## config.mk

```make
export PLATFORM = sky130hd
export DESIGN_NAME = function_unit_seq
export DESIGN_NICKNAME = d
export VERILOG_FILES = /design/src/rtl/fu_pkg.sv /design/src/rtl/fu_alu_comb.sv /design/src/rtl/function_unit_seq.sv
export SDC_FILE = /design/constraint.sdc
export NUM_CORES = 1
export LEC_CHECK = 0
export ABC_CLOCK_PERIOD_IN_PS = 9500
export BUFFER_PORTS_ARGS = -buffer_cell sky130_fd_sc_hd__buf_2
export CORE_MARGIN = 8
export CORE_UTILIZATION = 51
export DETAILED_ROUTE_END_ITERATION = 7
export GPL_ROUTABILITY_DRIVEN = 1
export GPL_TIMING_DRIVEN = 0
export PLACE_DENSITY = 0.75
export SYNTH_ARGS = -nofsm -noshare
export SYNTH_HDL_FRONTEND = slang
export SYNTH_SLANG_ARGS = --single-unit
```

## constraint.sdc

```tcl
create_clock -name CLK -period 9.5 [get_ports CLK]
set_input_delay 0.475 -clock CLK [delete_from_list [all_inputs] [get_ports CLK]]
set_output_delay 0.475 -clock CLK [all_outputs]
set_load 0.01 [all_outputs]
```

## src/rtl/fu_pkg.sv

```systemverilog
// Shared opcodes, shift operations and FSM states for the sequential function unit.
package fu_pkg;

    localparam logic [3:0] OP_TSA   = 4'b0000;
    localparam logic [3:0] OP_INC   = 4'b0001;
    localparam logic [3:0] OP_ADD   = 4'b0010;
    localparam logic [3:0] OP_ADDC  = 4'b0011;
    localparam logic [3:0] OP_ADDNB = 4'b0100;
    localparam logic [3:0] OP_SUB   = 4'b0101;
    localparam logic [3:0] OP_DEC   = 4'b0110;
    localparam logic [3:0] OP_TSA1  = 4'b0111;

    localparam logic [2:0] LOG_AND = 3'b100;
    localparam logic [2:0] LOG_OR  = 3'b101;
    localparam logic [2:0] LOG_XOR = 3'b110;
    localparam logic [2:0] LOG_NOT = 3'b111;

    typedef enum logic [1:0] {
        SH_PASS = 2'b00,
        SH_SHL  = 2'b01,
        SH_SHR  = 2'b10,
        SH_ASR  = 2'b11
    } sh_op_e;

    typedef enum logic [1:0] {
        IDLE  = 2'd0,
        SHIFT = 2'd1,
        DONE  = 2'd2
    } fu_state_e;

endpackage

```

## src/rtl/fu_alu_comb.sv

```systemverilog
// Combinational ALU: {s_alu,cin} selects transfer/arithmetic/logic; produces result, V and C.
module fu_alu_comb
    import fu_pkg::*;
#(
    parameter int WIDTH = 16
) (
    input  logic [WIDTH-1:0] a,
    input  logic [WIDTH-1:0] b,
    input  logic [2:0]       s_alu,
    input  logic             cin,
    output logic [WIDTH-1:0] g,
    output logic             v,
    output logic             c
);

    logic [3:0]     op;
    logic [WIDTH:0] opnd_b;
    logic           carry_in;
    logic           arith;
    logic [WIDTH:0] sum;

    assign op = {s_alu, cin};

    // A-1 adds an all-ones (WIDTH+1)-bit operand so that A=0 reports C=1
    always_comb begin
        opnd_b   = '0;
        carry_in = 1'b0;
        arith    = 1'b0;
        case (op)
            OP_INC:   begin arith = 1'b1; carry_in = 1'b1; end
            OP_ADD:   begin arith = 1'b1; opnd_b = {1'b0, b}; end
            OP_ADDC:  begin arith = 1'b1; opnd_b = {1'b0, b}; carry_in = 1'b1; end
            OP_ADDNB: begin arith = 1'b1; opnd_b = {1'b0, ~b}; end
            OP_SUB:   begin arith = 1'b1; opnd_b = {1'b0, ~b}; carry_in = 1'b1; end
            OP_DEC:   begin arith = 1'b1; opnd_b = '1; end
            default:  ;
        endcase
    end

    assign sum = {1'b0, a} + opnd_b + {{WIDTH{1'b0}}, carry_in};

    always_comb begin
        g = a;
        v = 1'b0;
        c = 1'b0;
        if (arith) begin
            g = sum[WIDTH-1:0];
            c = sum[WIDTH];
            v = (a[WIDTH-1] == opnd_b[WIDTH-1]) && (sum[WIDTH-1] != a[WIDTH-1]);
        end else begin
            case (s_alu)
                LOG_AND: g = a & b;
                LOG_OR:  g = a | b;
                LOG_XOR: g = a ^ b;
                LOG_NOT: g = ~a;
                default: g = a;
            endcase
        end
    end

endmodule

```

## src/rtl/function_unit_seq.sv

```systemverilog
// Handshaked function unit: registered ALU path plus a one-bit-per-cycle shifter,
// result and flags held until the consumer takes them.
module function_unit_seq
    import fu_pkg::*;
#(
    parameter int WIDTH   = 16,
    parameter int SHAMT_W = $clog2(WIDTH)
) (
    input  logic               CLK,
    input  logic               RST,
    input  logic               IN_VALID,
    output logic               IN_READY,
    input  logic               MODE_SEL,
    input  logic [2:0]         S_ALU,
    input  logic [1:0]         S_SH,
    input  logic [SHAMT_W-1:0] SHAMT,
    input  logic [WIDTH-1:0]   A,
    input  logic [WIDTH-1:0]   B,
    input  logic               CIN,
    output logic               OUT_VALID,
    input  logic               OUT_READY,
    output logic [WIDTH-1:0]   G,
    output logic               V,
    output logic               C,
    output logic               N,
    output logic               Z
);

    fu_state_e          state, state_nxt;
    logic               accept, start_shift, last_shift, res_load;
    logic [WIDTH-1:0]   alu_g, res_g;
    logic               alu_v, alu_c, res_v, res_c;
    logic [WIDTH-1:0]   sh_val_p0;
    logic [SHAMT_W-1:0] sh_cnt_p0;
    sh_op_e             sh_op_p0;
    logic [WIDTH:0]     sh_step;
    logic [WIDTH-1:0]   g_p1;
    logic               v_p1, c_p1, n_p1, z_p1;

    // Returns {bit shifted out, shifted value}
    function automatic logic [WIDTH:0] shift_step(input sh_op_e op, input logic [WIDTH-1:0] x);
        case (op)
            SH_SHL:  return {x[WIDTH-1], x[WIDTH-2:0], 1'b0};
            SH_SHR:  return {x[0], 1'b0, x[WIDTH-1:1]};
            SH_ASR:  return {x[0], x[WIDTH-1], x[WIDTH-1:1]};
            default: return {1'b0, x};
        endcase
    endfunction

    fu_alu_comb #(.WIDTH(WIDTH)) u_alu (
        .a     (A),
        .b     (B),
        .s_alu (S_ALU),
        .cin   (CIN),
        .g     (alu_g),
        .v     (alu_v),
        .c     (alu_c)
    );

    assign IN_READY    = !RST && ((state == IDLE) || ((state == DONE) && OUT_READY));
    assign accept      = IN_VALID && IN_READY;
    assign start_shift = MODE_SEL && (SHAMT != '0);
    assign last_shift  = (state == SHIFT) && (sh_cnt_p0 == SHAMT_W'(1));
    assign sh_step     = shift_step(sh_op_p0, sh_val_p0);

    always_comb begin
        state_nxt = state;
        res_load  = 1'b0;
        res_g     = alu_g;
        res_v     = alu_v;
        res_c     = alu_c;
        case (state)
            IDLE:    if (accept) state_nxt = start_shift ? SHIFT : DONE;
            SHIFT:   if (last_shift) state_nxt = DONE;
            DONE: begin
                if (accept)         state_nxt = start_shift ? SHIFT : DONE;
                else if (OUT_READY) state_nxt = IDLE;
            end
            default: state_nxt = IDLE;
        endcase
        if (accept && !start_shift) begin
            res_load = 1'b1;
            if (MODE_SEL) begin
                res_g = B;
                res_v = 1'b0;
                res_c = 1'b0;
            end
        end else if (last_shift) begin
            res_load = 1'b1;
            res_g    = sh_step[WIDTH-1:0];
            res_c    = sh_step[WIDTH];
            res_v    = 1'b0;
        end
    end

    // p0: operand capture and iterative shift
    always_ff @(posedge CLK) begin
        if (accept) begin
            sh_val_p0 <= B;
            sh_cnt_p0 <= SHAMT;
            sh_op_p0  <= sh_op_e'(S_SH);
        end else if (state == SHIFT) begin
            sh_val_p0 <= sh_step[WIDTH-1:0];
            sh_cnt_p0 <= sh_cnt_p0 - 1'b1;
        end
    end

    // p1: held result and flags; reset discards any in-flight or pending result
    always_ff @(posedge CLK) begin
        if (RST) begin
            state <= IDLE;
            g_p1  <= '0;
            v_p1  <= 1'b0;
            c_p1  <= 1'b0;
            n_p1  <= 1'b0;
            z_p1  <= 1'b0;
        end else begin
            state <= state_nxt;
            if (res_load) begin
                g_p1 <= res_g;
                v_p1 <= res_v;
                c_p1 <= res_c;
                n_p1 <= res_g[WIDTH-1];
                z_p1 <= (res_g == '0);
            end
        end
    end

    assign OUT_VALID = (state == DONE);
    assign G         = g_p1;
    assign V         = v_p1;
    assign C         = c_p1;
    assign N         = n_p1;
    assign Z         = z_p1;

endmodule

```

==> results by group <==
GRT
  • Vias in the first global route: 5140
  • GRT Util Overall: 24.8%
  • Largest net degree at the start of global routing: 21
  • First-pass GRT wire length: 26100 um
  • Overflow after GRT: 0
  • Initial antenna violation count: 0

Drt
  • M1 WL: 6800 um
  • Metal2 WL: 7660 um
  • Routed via count: 5218
  • DR WL met3: 1340 um
  • # DRC: 0
  • Routed Antenna Nets: 0
  • DR top layer: met4
  • Routed Wire Length: 16300 um
  • Drt pass-1 iters: 5
  • Number of DRC markers in iteration 0: 727
  • Wire per inst: 19.4 um
  • Vias per cell: 6.21

Synth
  • Ys async rst share: 0%
  • Yosys warns: 0
  • Sequential share of the synthesized area: 21.8%
  • Synth Area in Compound Gates: 25.6%
  • Multiplexer share of the synthesized area: 10.8%
  • Cells after Synth: 635
  • Syn Std Cell Area: 4950 um2
  • Largest family of logic cells by synthesized area: compound AO/OA/AOI/OAI gates
  • Synth Net Count: 733
  • Synth Area in XOR/XNOR: 2.30%
  • Post-Synth Simple-Gate Area: 19.5%
  • Adder-Cell Fraction of Synth Area: 13.2%
  • Synthesized area per cell: 7.79 um2
  • Netlist cell types: 67
  • Post-synth EDFFs: 22
  • Main synth FF type: edfxtp_1
  • Flop and latch count out of synthesis: 43

Clock network
  • Htree depth: 2
  • Sink Count: 43
  • Clock buffer depth: 2
  • CTS buffer count: 5
  • CTS tree: yes
  • Setup Fix Bufs, Post-CTS: 0
  • Post-CTS Resized: 0
  • Worst skew pair latency: 300 ps
  • # hold bufs at CTS: 0
  • CTS Root Cell: clkbuf_8
  • Clock Pin Slew Worst Setup and Hold Paths: 80 ps

Power and ir drop
  • Final Power: 600 uW
  • Sequential share of power: 38.4%
  • Pint: 366 uW
  • Net Sw Frac: 39.0%
  • PD cells: 109 nW/um2
  • Lkg Pwr: 0.00251 uW
  • Clock Power Share: 19.3%
  • Worst IR Drop VDD: 0.0000623 V
  • NetSw: 234 uW
  • Proportion of power drawn by combinational gates: 42.4%

Floorplanning
  • Initial Util: 51.6%
  • Die H: 115 um
  • Chip Width: 115 um
  • Die area: 13100 um2
  • FP Rows: 36
  • IO Pins: 69
  • Core Region: 9590 um2

Run status
  • Run status: finished, final reports clean

Cells and area
  • Fill cells: 935
  • Total area of multi-input combinational cells: 3530 um2
  • ANT cells: 0
  • Layout cells sized above 1: 13.9%
  • Nets: 804
  • Area growth from synthesis to layout: 11.5%
  • FF+latch area: 1080 um2

Place
  • Port bufs: 64
  • Detailed placement HPWL: 13100 um
  • Worst Setup Slack post-DPL: 4500 ps
  • Routability cong.: 0.992

Critical path
  • Critical Path Slowest Stage Cell: clkbuf_1
  • Most frequent CP cell: fa_1
  • Arr. time, crit path: 5100 ps
  • Critical path class: in2reg
  • Critical path cell sequence: buf_6 > buf_2 > buf_1 > clkbuf_1 > mux2i_1 > or2_2 > fa_1 > fa_1 > nor2b_1 > o22ai_1 > xnor2_1 > a21boi_1 > a211oi_1 > a21oi_1 > nand3_1 > nor4_2 > nand4_1 > o21ai_1
  • Crit end category: register
  • Worst path required time: 9730 ps
  • CP Launch Type: input pin
  • WP buf/inv: 4
  • Largest stage delay, worst path: 540 ps
  • Critical Path Fanout Max: 10
  • CP top delay family: buffers and inverters

Run
  • Max-Cap Viols: 0

Timing
  • Fmax: 0.205 GHz
  • Fin crit share: 51.2%
  • Clock skew: 9.22 ps
  • Min cycle time layout: 4870 ps
  • Final hold violation count: 0
  • Total Neg Setup Slack: 0 ps
  • Final Worst Setup Slack: 4630 ps
  • Final setup fails: 0
  • Max-slew violations: 0
  • RSZ-0062 raised after global routing: false
  • Least-Margin Pin Slew: 1030 ps
  • Rel. slew slack: 31.3%

Min path
  • Worst min path class: in2reg
-- placed cells by master (no fill, tap or decap), drive strengths merged, types with 4 or more instances in the layout --
master   instances
a221oi           7
xnor2            5
a21boi           6
o211ai           5
xor2             8
nor4             7
and2             4
nand3           10
ha              49
nor3            11
edfxtp          22
inv             41
nand2           60
a22oi            4
or2              5
mux2i           41
nand2b           9
dfxtp           21
a211o            5
o21ai           32
o22ai           15
nand3b           5
a21oi           60
mux2             9
o2111ai          5
nor2            71
a221o            5
clkbuf          39
buf             74
a21o             5
a211oi          13
nor2b            7
-- stage by stage --
stage | hold slack (ps) | utilization, % | std cells | instance area, um2
after floorplan | 476 | - | 635 | 4950
after global placement | 439 | 56.7 | 832 | 5440
after detailed placement | 447 | 56.7 | 832 | 5440
after CTS | 354 | 57.5 | 840 | 5520
after global routing | 353 | 57.5 | 840 | 5520
final | 356 | 57.5 | 840 | 5520
-- area by class of cell --
class                      count  share of cell area, %
timing repair buffer          64                   5.80
tap                          133                   3.02
clock buffer                   6                   1.31
inverter                      40                   2.72
sequential                    43                   19.6
multi-input combinational    509                   64.0
buffer                        43                   3.36
clock inverter                 2                  0.204
-- path summary, 6_finish.rpt --
check                           slack [ps]           to    startpoint  cells after the start
worst max-delay path                  4630            Z      S_ALU[0]                     18
worst min-delay path                   360  sh_op_p0[0]       S_SH[0]                      1
worst max register to register        6090            Z  sh_cnt_p0[1]                     12
worst min register to register         460         G[2]          G[2]                      2
-- kinds of logic after synthesis --
family | Yosys count
AND/OR/NAND/NOR | 204
XOR/XNOR | 13
multiplexers | 51
flip-flops | 43
buffers and inverters | 83
adder cells (fa/ha/maj) | 51
AO/OA/AOI/OAI | 190
-- sequential cells by signal, indices dropped and copies added, names as in the netlist --
| register | count |
|---|---|
| sh_val_p0 | 16 |
| C | 1 |
| sh_cnt_p0 | 4 |
| V | 1 |
| G | 16 |
| state | 2 |
| Z | 1 |
| sh_op_p0 | 2 |
-- metal layers --
layer / vias to the layer above / track usage (%)
met5: - / 0
met1: 2444 / 31.4
met3: 49 / 3.69
met2: 254 / 41.2
met4: 0 / 10.0
li1: 2471 / -
-- synth_stat cells (4+ instances only) --
cell type  instances  area [um2]
a21boi_0           4        30.0
or2_2              5        31.3
clkbuf_1          33         124
nor2b_1            7        43.8
nand3b_1           4        30.0
a221oi_1           7        61.3
a221o_1            5        50.1
a21o_1             5        37.5
inv_1             39         146
xnor2_1            5        43.8
and2_1             4        25.0
o2111ai_1          5        43.8
o22ai_1           15        93.8
a211o_1            5        43.8
o211ai_1           5        37.5
nor2_1            71         267
nand3_1           10        50.1
nand2b_1           9        56.3
xor2_1             8        70.1
dfxtp_1           21         420
a22oi_1            4        30.0
mux2i_1           41         410
o21ai_1            5        25.0
a21oi_1           60         300
nor3_1            11        55.1
nand2_1           60         225
ha_1              49         613
buf_2              4        20.0
a211oi_1          13        97.6
edfxtp_1          22         661
mux2_2             7        78.8
o21ai_0           27         135
nor4_1             4        25.0
-- power by group through the flow --
stage / sequential (uW) / clock [uW] / combinational (uW)
detailed placement: 234 / 0 / 247
floorplan: 233 / 0 / 167
global placement: 233 / 0 / 240
CTS: 230 / 116 / 248
finish: 230 / 116 / 254
global route: 233 / 124 / 277
Note: power is estimated with default switching activity, not from simulation.
